## src/rtl/udp_writer.sv

```systemverilog
// Purpose: captures a CAPACITY-byte word on load, pulses trig to udp_packet, streams bytes MSB-first (show-ahead).
// Latency: load at edge N -> trig/busy/byte0 in cycle N+1; read_en at edge M -> next byte (or done) in cycle M+1.
// Backpressure: read_en is the consumer strobe; gaps are legal up to TIMEOUT idle cycles, load while busy is dropped.
module udp_writer #(
    parameter int CAPACITY = 6,
    parameter int TIMEOUT  = 1_000_000
) (
    input  logic                    clk,
    input  logic                    rstn,
    input  logic                    load,
    input  logic [CAPACITY*8-1:0]   i_data,
    output logic                    trig,
    output logic [15:0]             data_len,
    input  logic                    read_en,
    output logic [7:0]              o_data,
    output logic                    busy,
    output logic                    done,
    output logic                    drop,
    output logic                    timeout
);

    localparam int IDXW = (CAPACITY > 1) ? $clog2(CAPACITY) : 1;
    localparam int CNTW = $clog2(TIMEOUT + 1);
    localparam int TOP  = CAPACITY * 8 - 1;

    localparam logic [1:0] S_IDLE = 2'd0;
    localparam logic [1:0] S_REQ  = 2'd1;
    localparam logic [1:0] S_XFER = 2'd2;

    logic [1:0]          r_state;
    logic [TOP:0]        r_shift;
    logic [IDXW-1:0]     r_idx;
    logic [CNTW-1:0]     r_cnt;
    logic                r_trig;
    logic                r_busy;
    logic                r_done;
    logic                r_drop;
    logic                r_timeout;
    logic [7:0]          r_odata;

    logic [TOP:0]        w_shift_nxt;
    logic [CNTW-1:0]     w_cnt_inc;
    logic                w_last;
    logic                w_expire;

    // Next-byte view, idle-counter increment and terminal conditions for the active transfer
    always_comb begin
        w_shift_nxt = r_shift << 8;
        w_cnt_inc   = r_cnt + CNTW'(1);
        w_last      = (r_idx == IDXW'(CAPACITY - 1));
        // Expiry is the edge at which the idle counter would reach TIMEOUT
        w_expire    = (w_cnt_inc == CNTW'(TIMEOUT));
    end

    // Transfer FSM: capture, one-cycle request, byte streaming with idle watchdog
    always_ff @(posedge clk) begin
        if (!rstn) begin
            r_state   <= S_IDLE;
            r_shift   <= '0;
            r_idx     <= '0;
            r_cnt     <= '0;
            r_trig    <= 1'b0;
            r_busy    <= 1'b0;
            r_done    <= 1'b0;
            r_drop    <= 1'b0;
            r_timeout <= 1'b0;
            r_odata   <= 8'h00;
        end else begin
            r_trig    <= 1'b0;
            r_done    <= 1'b0;
            r_drop    <= 1'b0;
            r_timeout <= 1'b0;
            case (r_state)
                S_IDLE: begin
                    if (load) begin
                        r_shift <= i_data;
                        r_idx   <= '0;
                        r_cnt   <= '0;
                        r_trig  <= 1'b1;
                        r_busy  <= 1'b1;
                        r_odata <= i_data[TOP -: 8];
                        r_state <= S_REQ;
                    end
                end
                S_REQ, S_XFER: begin
                    // Any load during a transfer, including its final cycle, is rejected
                    r_drop <= load;
                    if (r_state == S_REQ) begin
                        r_state <= S_XFER;
                    end
                    if (read_en) begin
                        // A consume always beats a coincident watchdog expiry
                        r_cnt   <= '0;
                        r_shift <= w_shift_nxt;
                        if (w_last) begin
                            r_idx   <= '0;
                            r_busy  <= 1'b0;
                            r_done  <= 1'b1;
                            r_odata <= 8'h00;
                            r_state <= S_IDLE;
                        end else begin
                            r_idx   <= r_idx + IDXW'(1);
                            r_odata <= w_shift_nxt[TOP -: 8];
                        end
                    end else if (w_expire) begin
                        // Abort: counter parks at TIMEOUT, remaining bytes are abandoned
                        r_cnt     <= w_cnt_inc;
                        r_busy    <= 1'b0;
                        r_timeout <= 1'b1;
                        r_odata   <= 8'h00;
                        r_state   <= S_IDLE;
                    end else begin
                        r_cnt <= w_cnt_inc;
                    end
                end
                default: begin
                    r_busy  <= 1'b0;
                    r_odata <= 8'h00;
                    r_state <= S_IDLE;
                end
            endcase
        end
    end

    assign trig     = r_trig;
    assign data_len = 16'(CAPACITY);
    assign o_data   = r_odata;
    assign busy     = r_busy;
    assign done     = r_done;
    assign drop     = r_drop;
    assign timeout  = r_timeout;

endmodule

```

## config.mk

```make
export PLATFORM = sky130hd
export DESIGN_NAME = udp_writer
export DESIGN_NICKNAME = d
export VERILOG_FILES = /design/src/rtl/udp_writer.sv
export SDC_FILE = /design/constraint.sdc
export NUM_CORES = 1
export LEC_CHECK = 0
export ABC_AREA = 0
export CAP_MARGIN = 20
export CORE_ASPECT_RATIO = 2
export CORE_MARGIN = 2
export CORE_UTILIZATION = 40
export CTS_CLUSTER_DIAMETER = 80
export DETAILED_ROUTE_END_ITERATION = 8
export MAX_ROUTING_LAYER = met4
export PLACE_DENSITY = 0.66
export SLEW_MARGIN = 20
export SYNTH_ARGS = -nofsm -noshare
export SYNTH_HDL_FRONTEND = slang
export SYNTH_SLANG_ARGS = --single-unit
```

## constraint.sdc

```tcl
create_clock -name clk -period 7.2 [get_ports clk]
set_input_delay 1.44 -clock clk [delete_from_list [all_inputs] [get_ports clk]]
set_output_delay 1.44 -clock clk [all_outputs]
set_load 0.1 [all_outputs]
```

==> results of run 1 <==
==> metal layers <==
layer  global-route usage  routed length [µm]  vias to the layer above
met1                0.186                3490                     1583
met5                    -                   0                        -
met2                0.339                5230                       94
li1                     -                   -                     1625
met4                0.104                 376                        0
met3               0.0383                 398                       29
==> sequential cells by signal (all words and copies together), names as in the netlist <==
register / count
r_shift: 40
r_cnt: 20
o_data: 8
r_idx: 3
r_state: 2
busy: 1
done: 1
drop: 1
timeout: 1
trig: 1
==> worst reg2reg max path, cell delays in order, from the launching register on <==
cell and delay, ns:
dfxtp_1 0.36, inv_1 0.06, ha_2 0.31, buf_4 0.49, nand2b_1 0.49, nor2_1 0.62, nand2_1 0.15, or3_1 0.33
a21boi_0 0.17
==> cells by family (layout without fill, tap and decap cells) <==
kind of cell / count (synthesis) / in the layout / share of synthesized area
DFF: 78 / 78 / 0.397
and+or+nand+nor: 137 / 137 / 0.177
xor gates and xnor gates: 4 / 4 / 0.00892
muxes: 34 / 34 / 0.0866
other: 2 / 16 / 0.00191
adders and majority gates: 3 / 3 / 0.00956
AOI/OAI and AO/OA: 119 / 119 / 0.247
buffers and inverters: 51 / 91 / 0.0720
==> cell usage in the layout (no fill, tap or decap), types with 3 or more instances in the layout <==
| master | Yosys | final |
|---|---|---|
| a21boi_0 | 7 | 7 |
| a21oi_1 | 9 | 9 |
| a22o_1 | 9 | 9 |
| a22oi_1 | 10 | 10 |
| a31oi_1 | 4 | 4 |
| and2_1 | 8 | 8 |
| and3_1 | 5 | 5 |
| buf_4 | 16 | 4 |
| clkbuf_16 | 0 | 9 |
| clkdlybuf4s50_1 | 0 | 63 |
| clkinv_4 | 0 | 3 |
| conb_1 | 2 | 16 |
| dfxtp_1 | 78 | 78 |
| inv_1 | 6 | 6 |
| mux2i_1 | 34 | 34 |
| nand2_1 | 50 | 50 |
| nand2b_1 | 6 | 6 |
| nand3_1 | 9 | 9 |
| nand4_1 | 8 | 8 |
| nor2_1 | 22 | 22 |
| nor2b_1 | 8 | 8 |
| nor3_1 | 6 | 6 |
| nor4_1 | 3 | 3 |
| o211a_1 | 34 | 34 |
| o21a_1 | 4 | 4 |
| o21ai_0 | 22 | 22 |
| o2bb2ai_1 | 9 | 9 |
| xor2_1 | 3 | 3 |
==> report_power, final <==
group          switching (mW)  internal [mW]
sequential             0.0233          0.472
clock                   0.186          0.305
combinational           0.184          0.103
==> final cells by class <==
type / count / area [µm²]
clock buffers: 9 / 225
flip-flops and latches: 78 / 1560
well taps: 132 / 165
repair buffers: 69 / 677
inverters: 6 / 22.5
clock inverters: 7 / 98.8
multi-input cells: 313 / 2150
fillers: 926 / 4730
==> stage by stage <==
stage / hold slack, ns / instance area (µm²) / cells / util
after floorplan: 0.449 / 3980 / 442 / -
after global placement: 0.449 / 4570 / 597 / 0.474
after detailed placement: 0.455 / 4570 / 597 / 0.474
after CTS: 0.476 / 4890 / 613 / 0.508
after global routing: 0.497 / 4900 / 614 / 0.509
final: 0.474 / 4900 / 614 / 0.509
==> final timing paths <==
kind | end | slack, ns
setup / recovery | r_cnt[8] | 3.62
setup reg to reg | r_cnt[16] | 4.15
hold / removal | o_data[0] | 0.47
hold reg to reg | o_data[0] | 0.47
==> results.sh, run 1 <==
export IMPL_status="completed"
export IMPL_finalHoldViolCount=0
export IMPL_cts_buffers=9
export IMPL_reg2reg_from="r_state[0]"
export IMPL_cp_start_kind="primary input"
export IMPL_vias=3331
export IMPL_place_worst_setup_slack_ns=2.99
export IMPL_grtUsageTotal=0.190
export IMPL_yosys_area_top_type_share=0.397
export IMPL_crit_required_ns=7.48
export IMPL_crit_path_max_incr_delay_ns=0.60
export IMPL_drc=0
export IMPL_synth_edf_count=0
export IMPL_clock_sinks=78
export IMPL_syn_area_per_cell_um2=9.18
export IMPL_rsz0062_at_grt="false"
export IMPL_die_x_um=74.1
export IMPL_worstSkewPairLatency_ns=0.34
export IMPL_crit_chain="clkdlybuf4s50_1 -> nor2_1 -> nor2_1 -> nand2_1 -> nor4_1 -> a21oi_1 -> nor2b_1"
export IMPL_post_cts_resized=0
export IMPL_cts_tree="done"
export IMPL_critical_path_class="primary input to register"
export IMPL_rows=51
export IMPL_worst_setup_path_end_kind="register"
export IMPL_start_util=0.408
export IMPL_relSlewSlack=0.333
export IMPL_worst_path_stages=7
export IMPL_clk_pin_slew_worst_paths_ns=0.06
export IMPL_leakage_nw=2.12
export IMPL_ios=81
export IMPL_core_area_um2=9640
export IMPL_whs_path_depth=1
export IMPL_crit_start="load"
export IMPL_antenna_left=0
export IMPL_yosysMostFrequentCell="dfxtp_1"
export IMPL_wl_um=9490
export IMPL_cpMaxStageDelayCell="nor2_1"
export IMPL_fmax_mhz=280
export IMPL_routedWlPerCell_um=15.5
export IMPL_area_delta_synth_final_pct=24.8
export IMPL_cp_max_fo=12
export IMPL_finalCritPeriodShare=0.497
export IMPL_clockBufferDepth=2
export IMPL_die_h_um=144
export IMPL_portBuffers=64
export IMPL_dieArea_um2=10700
export IMPL_cp_top_family="simple AND/OR/NAND/NOR gates"
export IMPL_ys_seq_elements=78
export IMPL_gr_total_overflow=0
export IMPL_htree_levels=3
export IMPL_ir_worst_vdd_mv=0.154
export IMPL_ys_types=51
export IMPL_yosys_top_cells_area="dfxtp_1 40%, mux2i_1 8.7%, o211a_1 8.7%"
export IMPL_grt_max_degree=67
export IMPL_path_buf_inv=1
export IMPL_crit_arrival_ns=3.86
export IMPL_cts_root_buf="clkbuf_16"
export IMPL_grt_pass1_vias=3271
export IMPL_min_path_type="register to register"
export IMPL_async_flop_share=0
export IMPL_hpwlAfterDp_um=7000
export IMPL_drtIter0Drc=171
export IMPL_synth_largest_area_cell="dfxtp_1"
export IMPL_final_setup_skew_ns=0.00574
export IMPL_cap_violations=0
export IMPL_ys_seq_area_frac=0.397
export IMPL_hold_start="o_data[0]"
export IMPL_num_nets_final=532
export IMPL_powerDensity_nw_per_um2=260
export IMPL_synth_main_ff_cell="dfxtp_1"
export IMPL_grt_pass1_wl_um=15200
export IMPL_avgViaCountPerCell=5.43
export IMPL_worst_slew_pin_slew_ns=0.997
export IMPL_place_gp_congestion=0.850
export IMPL_diodes=0
export IMPL_synth_area_um2=3930
export IMPL_slew_viol_final=0
export IMPL_power_mw=1.27
export IMPL_dr_pass1_iters=4
export IMPL_fin_setup_tns_ns=0
export IMPL_drive_gt1_frac=0.0705
export IMPL_min_period_ns=3.58
export IMPL_post_cts_buffers=0
export IMPL_yosysWarnings=0
export IMPL_cts_hold_buf=0
export IMPL_setup_viol=0
export IMPL_yosys_top_cells_count="78 x dfxtp_1, 50 x nand2_1, 34 x mux2i_1, 34 x o211a_1"
export IMPL_netlist_instances=428
export IMPL_cpMostUsedCell="nor2_1"
export IMPL_postLayoutSetupSlackWorst_ns=3.62
export IMPL_r2r_cells=8
export IMPL_antenna_found_initial=0
Power figures use the tool's default switching activity.
==> run 2, diff against run 1 <==
--- a/config.mk
+++ b/config.mk
@@ -13,7 +13,7 @@
 export CTS_CLUSTER_DIAMETER = 80
 export DETAILED_ROUTE_END_ITERATION = 8
 export MAX_ROUTING_LAYER = met4
-export PLACE_DENSITY = 0.66
+export PLACE_DENSITY = 0.68
 export SLEW_MARGIN = 20
 export SYNTH_ARGS = -nofsm -noshare
 export SYNTH_HDL_FRONTEND = slang
==> constraint.sdc (replaced) <==
create_clock -name clk -period 3.2 [get_ports clk]
set_input_delay 0.64 -clock clk [delete_from_list [all_inputs] [get_ports clk]]
set_output_delay 0.64 -clock clk [all_outputs]
set_load 0.1 [all_outputs]
==> run 2 against run 1 <==
Net effect:
- power up 130%
- sequential power up 130%
- clock skew about the same
- register-to-register slack worse by 3.6 ns
- count of clock-buffer cells in the layout unchanged
- design area up 0.18%
- worst hold slack better by 0.0016 ns
- non-clock buffer count up 6
- setup slack worse by 3.1 ns
- flip-flop and latch count unchanged
- first-iteration DRC count unchanged
- critical path type is now register to register
- largest power group unchanged
- highest routed layer unchanged
==> results.sh, run 2 (synthesis results as in run 1) <==
export IMPL_status="completed"
export IMPL_grt_max_degree=66
export IMPL_vias=3292
export IMPL_worstSkewPairLatency_ns=0.33
export IMPL_worst_slew_pin_slew_ns=0.659
export IMPL_dr_pass1_iters=5
export IMPL_wl_um=9850
export IMPL_core_area_um2=9640
export IMPL_setup_viol=0
export IMPL_cts_hold_buf=0
export IMPL_ir_worst_vdd_mv=0.366
export IMPL_die_h_um=144
export IMPL_leakage_nw=2.17
export IMPL_cts_buffers=9
export IMPL_min_period_ns=2.65
export IMPL_ios=81
export IMPL_antenna_found_initial=0
export IMPL_post_cts_buffers=0
export IMPL_num_nets_final=538
export IMPL_min_path_type="register to register"
export IMPL_cts_root_buf="clkbuf_16"
export IMPL_grtUsageTotal=0.200
export IMPL_crit_path_max_incr_delay_ns=0.48
export IMPL_routedWlPerCell_um=15.9
export IMPL_top_register="r_shift"
export IMPL_utilization=0.510
export IMPL_powerDensity_nw_per_um2=584
export IMPL_clockBufferDepth=2
export IMPL_drive_gt1_frac=0.109
export IMPL_die_x_um=74.1
export IMPL_fin_area_um2=4910
export IMPL_fmax_mhz=378
export IMPL_worst_setup_path_end_kind="register"
export IMPL_start_util=0.408
export IMPL_power_mw=2.87
export IMPL_crit_chain="ha_1 -> nand3_1 -> buf_4 -> nor3_1 -> xnor2_1 -> o211ai_1 -> o41ai_4 -> a21boi_2 -> o2bb2ai_1"
export IMPL_placed_cell_area_um2=4590
export IMPL_drc=0
export IMPL_relSlewSlack=0.559
export IMPL_post_cts_resized=0
export IMPL_grt_pass1_wl_um=15800
export IMPL_finalHoldViolCount=0
export IMPL_slew_viol_final=0
export IMPL_area_delta_synth_final_pct=25.0
export IMPL_rows=51
export IMPL_place_gp_congestion=0.901
export IMPL_hpwlAfterDp_um=7300
export IMPL_critical_path_class="register to register"
export IMPL_dieArea_um2=10700
export IMPL_portBuffers=64
export IMPL_antenna_left=0
export IMPL_final_setup_skew_ns=0.00599
export IMPL_avgViaCountPerCell=5.31
export IMPL_rsz0062_at_grt="false"
export IMPL_fin_cells=620
export IMPL_diodes=0
export IMPL_gr_total_overflow=0
export IMPL_dp_cells=604
export IMPL_fin_hold_ws_ns=0.476
export IMPL_cap_violations=0
export IMPL_cpMaxStageDelayCell="dfxtp_1"
export IMPL_clk_pin_slew_worst_paths_ns=0.06
export IMPL_drtIter0Drc=171
export IMPL_crit_required_ns=3.42
export IMPL_htree_levels=3
export IMPL_cts_tree="done"
export IMPL_place_worst_setup_slack_ns=0.525
export IMPL_finalCritPeriodShare=0.827
export IMPL_postLayoutSetupSlackWorst_ns=0.553
export IMPL_final_cell_mix="78 x dfxtp_1, 50 x nand2_1, 50 x clkdlybuf4s50_1"
export IMPL_cp_top_family="compound AO/OA/AOI/OAI gates"
export IMPL_cp_start_kind="register"
export IMPL_fin_setup_tns_ns=0
export IMPL_grt_pass1_vias=3344
export IMPL_clock_sinks=78
export IMPL_final_common_cell="dfxtp_1"
export IMPL_crit_arrival_ns=2.86
export IMPL_largest_reg_flops=40
export IMPL_path_buf_inv=1
export IMPL_cp_max_fo=9
run 2: path summary, 6_finish.rpt:
path,start,endpoint,slack (ns),cells past startpoint
max,r_cnt[0],o_data[6],0.55,9
min,o_data[1],o_data[1],0.48,1
max reg2reg,r_cnt[0],o_data[6],0.55,9
min reg2reg,o_data[1],o_data[1],0.48,1
run 2: report_power, final:
group / total (mW) / switching (mW) / internal [mW]
clock network: 1.10 / 0.413 / 0.685
registers: 1.12 / 0.0541 / 1.06
logic: 0.652 / 0.418 / 0.234
run 2: layout make-up:
class                           count  area (µm²)
Clock buffer                        9         225
Clock inverter                      7        98.8
Inverter                            6        22.5
Fill cell                         926        4720
Timing Repair Buffer               75         686
Multi-Input combinational cell    313        2150
Sequential cell                    78        1560
Tap cell                          132         165
run 2: layer usage:
metal  track usage  wire (µm)
met2         0.346       5390
met1         0.207       3790
met3        0.0362        366
met5             -          0
met4         0.110        297
==> run 3, diff against run 2 <==
==> constraint.sdc (replaced) <==
create_clock -name clk -period 2.2 [get_ports clk]
set_input_delay 0.44 -clock clk [delete_from_list [all_inputs] [get_ports clk]]
set_output_delay 0.44 -clock clk [all_outputs]
set_load 0.1 [all_outputs]
==> run 3 against run 2 <==
Net effect:
- the run now ends with setup timing left
- setup slack got worse by 0.63 ns
- largest power group unchanged
- count of clock-buffer cells in the layout grew 1
- maximum frequency increased by 16%
- critical path type unchanged
- final cell count grew 6.9%
- clock skew about the same
==> results.sh, run 3 (synthesis results as in run 1) <==
export IMPL_rows=51
export IMPL_diodes=0
export IMPL_dr_pass1_iters=4
export IMPL_finalCritPeriodShare=1.04
export IMPL_antenna_left=0
export IMPL_cp_start_kind="register"
export IMPL_cts_tree="done"
export IMPL_min_path_type="register to register"
export IMPL_worst_setup_path_end_kind="register"
export IMPL_dieArea_um2=10700
export IMPL_p_int_mw=2.82
export IMPL_gr_total_overflow=0
export IMPL_critical_path_class="register to register"
export IMPL_finalHoldViolCount=0
export IMPL_cts_hold_buf=0
export IMPL_ir_worst_vdd_mv=0.670
export IMPL_final_common_cell="dfxtp_1"
export IMPL_fin_area_um2=5340
export IMPL_clock_sinks=78
export IMPL_switchingPower_mw=1.29
export IMPL_top_register="r_shift"
export IMPL_leakage_nw=2.41
export IMPL_relSlewSlack=0.586
export IMPL_final_setup_skew_ns=0.00583
export IMPL_rsz0062_at_grt="true"
export IMPL_portBuffers=64
export IMPL_worst_slew_pin_slew_ns=0.619
export IMPL_vias=3605
export IMPL_seqPwrFrac=0.395
export IMPL_place_gp_congestion=0.878
export IMPL_holdPathEnd="r_shift[5]"
export IMPL_die_h_um=144
export IMPL_r2r_cells=9
export IMPL_violations="setup timing"
export IMPL_final_cell_mix="73 x dfxtp_1, 64 x buf_4, 50 x clkdlybuf4s50_1"
export IMPL_area_delta_synth_final_pct=36.0
export IMPL_antenna_found_initial=0
export IMPL_die_x_um=74.1
export IMPL_clk_pin_slew_worst_paths_ns=0.06
export IMPL_fmax_mhz=439
export IMPL_hpwlAfterDp_um=8050
export IMPL_reg2reg_from="r_cnt[2]"
export IMPL_avgViaCountPerCell=5.44
export IMPL_worstSkewPairLatency_ns=0.34
export IMPL_ios=81
export IMPL_routedWlPerCell_um=16.0
export IMPL_powerDensity_nw_per_um2=769
export IMPL_wl_um=10600
export IMPL_grt_pass1_vias=3526
export IMPL_swShare=0.314
export IMPL_num_nets_final=581
export IMPL_placed_cell_area_um2=4950
export IMPL_grt_util_met2=0.377
export IMPL_start_util=0.408
export IMPL_grt_pass1_wl_um=16900
export IMPL_rr_endpoint="o_data[7]"
export IMPL_grt_use_met3=0.0383
export IMPL_grt_max_degree=45
export IMPL_clockBufferDepth=2
export IMPL_drive_gt1_frac=0.215
export IMPL_grtUsageTotal=0.215
export IMPL_cts_root_buf="clkbuf_16"
export IMPL_cp_max_fo=8
export IMPL_cap_violations=0
export IMPL_cts_buffers=9
export IMPL_whs_path_depth=1
export IMPL_slew_viol_final=0
export IMPL_grt_use_met1=0.211
export IMPL_largest_reg_flops=40
export IMPL_combPwrFrac=0.243
export IMPL_setup_viol=9
export IMPL_status="finished, violations left"
export IMPL_reg2reg_slack_ns=-0.08
export IMPL_clkPwrFrac=0.362
export IMPL_drc=0
export IMPL_core_area_um2=9640
export IMPL_htree_levels=3
export IMPL_drtIter0Drc=172
export IMPL_crit_required_ns=2.47
export IMPL_min_period_ns=2.28
export IMPL_crit_arrival_ns=2.54
export IMPL_top_usage_layer="met2"
export IMPL_postLayoutSetupSlackWorst_ns=-0.0774
export IMPL_utilization=0.554
export IMPL_hold_start="r_shift[5]"
==> run 3: cell types whose count changed in the layout (fill, tap and decap cells not counted), sizes merged <==
cell / before / now
bufinv: 2 / 1
clkbuf: 9 / 10
buf: 25 / 68
==> run 3: power by group through the flow <==
stage / logic (mW) / clock network (mW) / registers, mW
after floorplan: 0.583 / 0 / 1.77
after global placement: 0.964 / 0 / 1.65
after detailed placement: 0.981 / 0 / 1.65
after CTS: 0.992 / 1.53 / 1.62
after global routing: 1.07 / 1.57 / 1.63
final: 0.999 / 1.49 / 1.62
==> run 3: how the worst max path moves through the flow <==
stage	startpoint	endpoint	slack, ns	depth (start not counted)
2_1_floorplan	r_cnt[4]	o_data[0]	-0.09	8
3_3_place_gp	r_cnt[3]	o_data[6]	-0.11	9
3_5_place_dp	r_cnt[3]	o_data[6]	-0.16	9
4_1_cts	r_cnt[0]	o_data[0]	-0.09	10
5_1_grt	r_cnt[1]	o_data[0]	-0.16	10
6_report	r_cnt[2]	o_data[7]	-0.08	9
==> run 3: final cells by class <==
cell class	instances	area, µm²
Inverter	6	22.5
Tap cell	132	165
Sequential cell	78	1580
Fill cell	882	4290
Timing Repair Buffer	118	1030
Clock buffer	10	239
Multi-Input combinational cell	313	2250
Clock inverter	6	61.3
==> run 3: worst max-delay path: stages (launching register included) <==
cell	delay [ns]
dfxtp_2	0.40
nand4_1	0.11
buf_4	0.17
or3_1	0.36
a22o_1	0.21
o211ai_1	0.18
o41ai_4	0.14
buf_4	0.18
a21boi_4	0.29
o2bb2ai_1	0.16
==> run 3: what timing repair did <==
action / 4_1_cts / 5_1_grt
pin swaps: 4 / 6
endpoints found under the setup margin: 10 / 14
buffers inserted: 1 / 1
gates resized for setup: 10 / 9
==> run 3: stage by stage <==
| step | worst slack (ns) | total power, mW | std cells | setup TNS [ns] | hold slack [ns] |
|---|---|---|---|---|---|
| after CTS | -0.0925 | 4.14 | 662 | -0.602 | 0.472 |
| after detailed placement | -0.164 | 2.63 | 645 | -1.26 | 0.460 |
| after floorplan | -0.0903 | 2.36 | 442 | -0.845 | 0.449 |
| final | -0.0774 | 4.11 | 663 | -0.555 | 0.476 |
| after global placement | -0.110 | 2.61 | 645 | -0.911 | 0.461 |
| after global routing | -0.161 | 4.28 | 663 | -1.45 | 0.495 |
==> run 3: metal layers <==
| layer | share of wire | vias up |
|---|---|---|
| li1 | - | 1729 |
| met1 | 0.36 | 1733 |
| met2 | 0.55 | 116 |
| met3 | 0.041 | 27 |
| met4 | 0.049 | 0 |
| met5 | 0 | - |
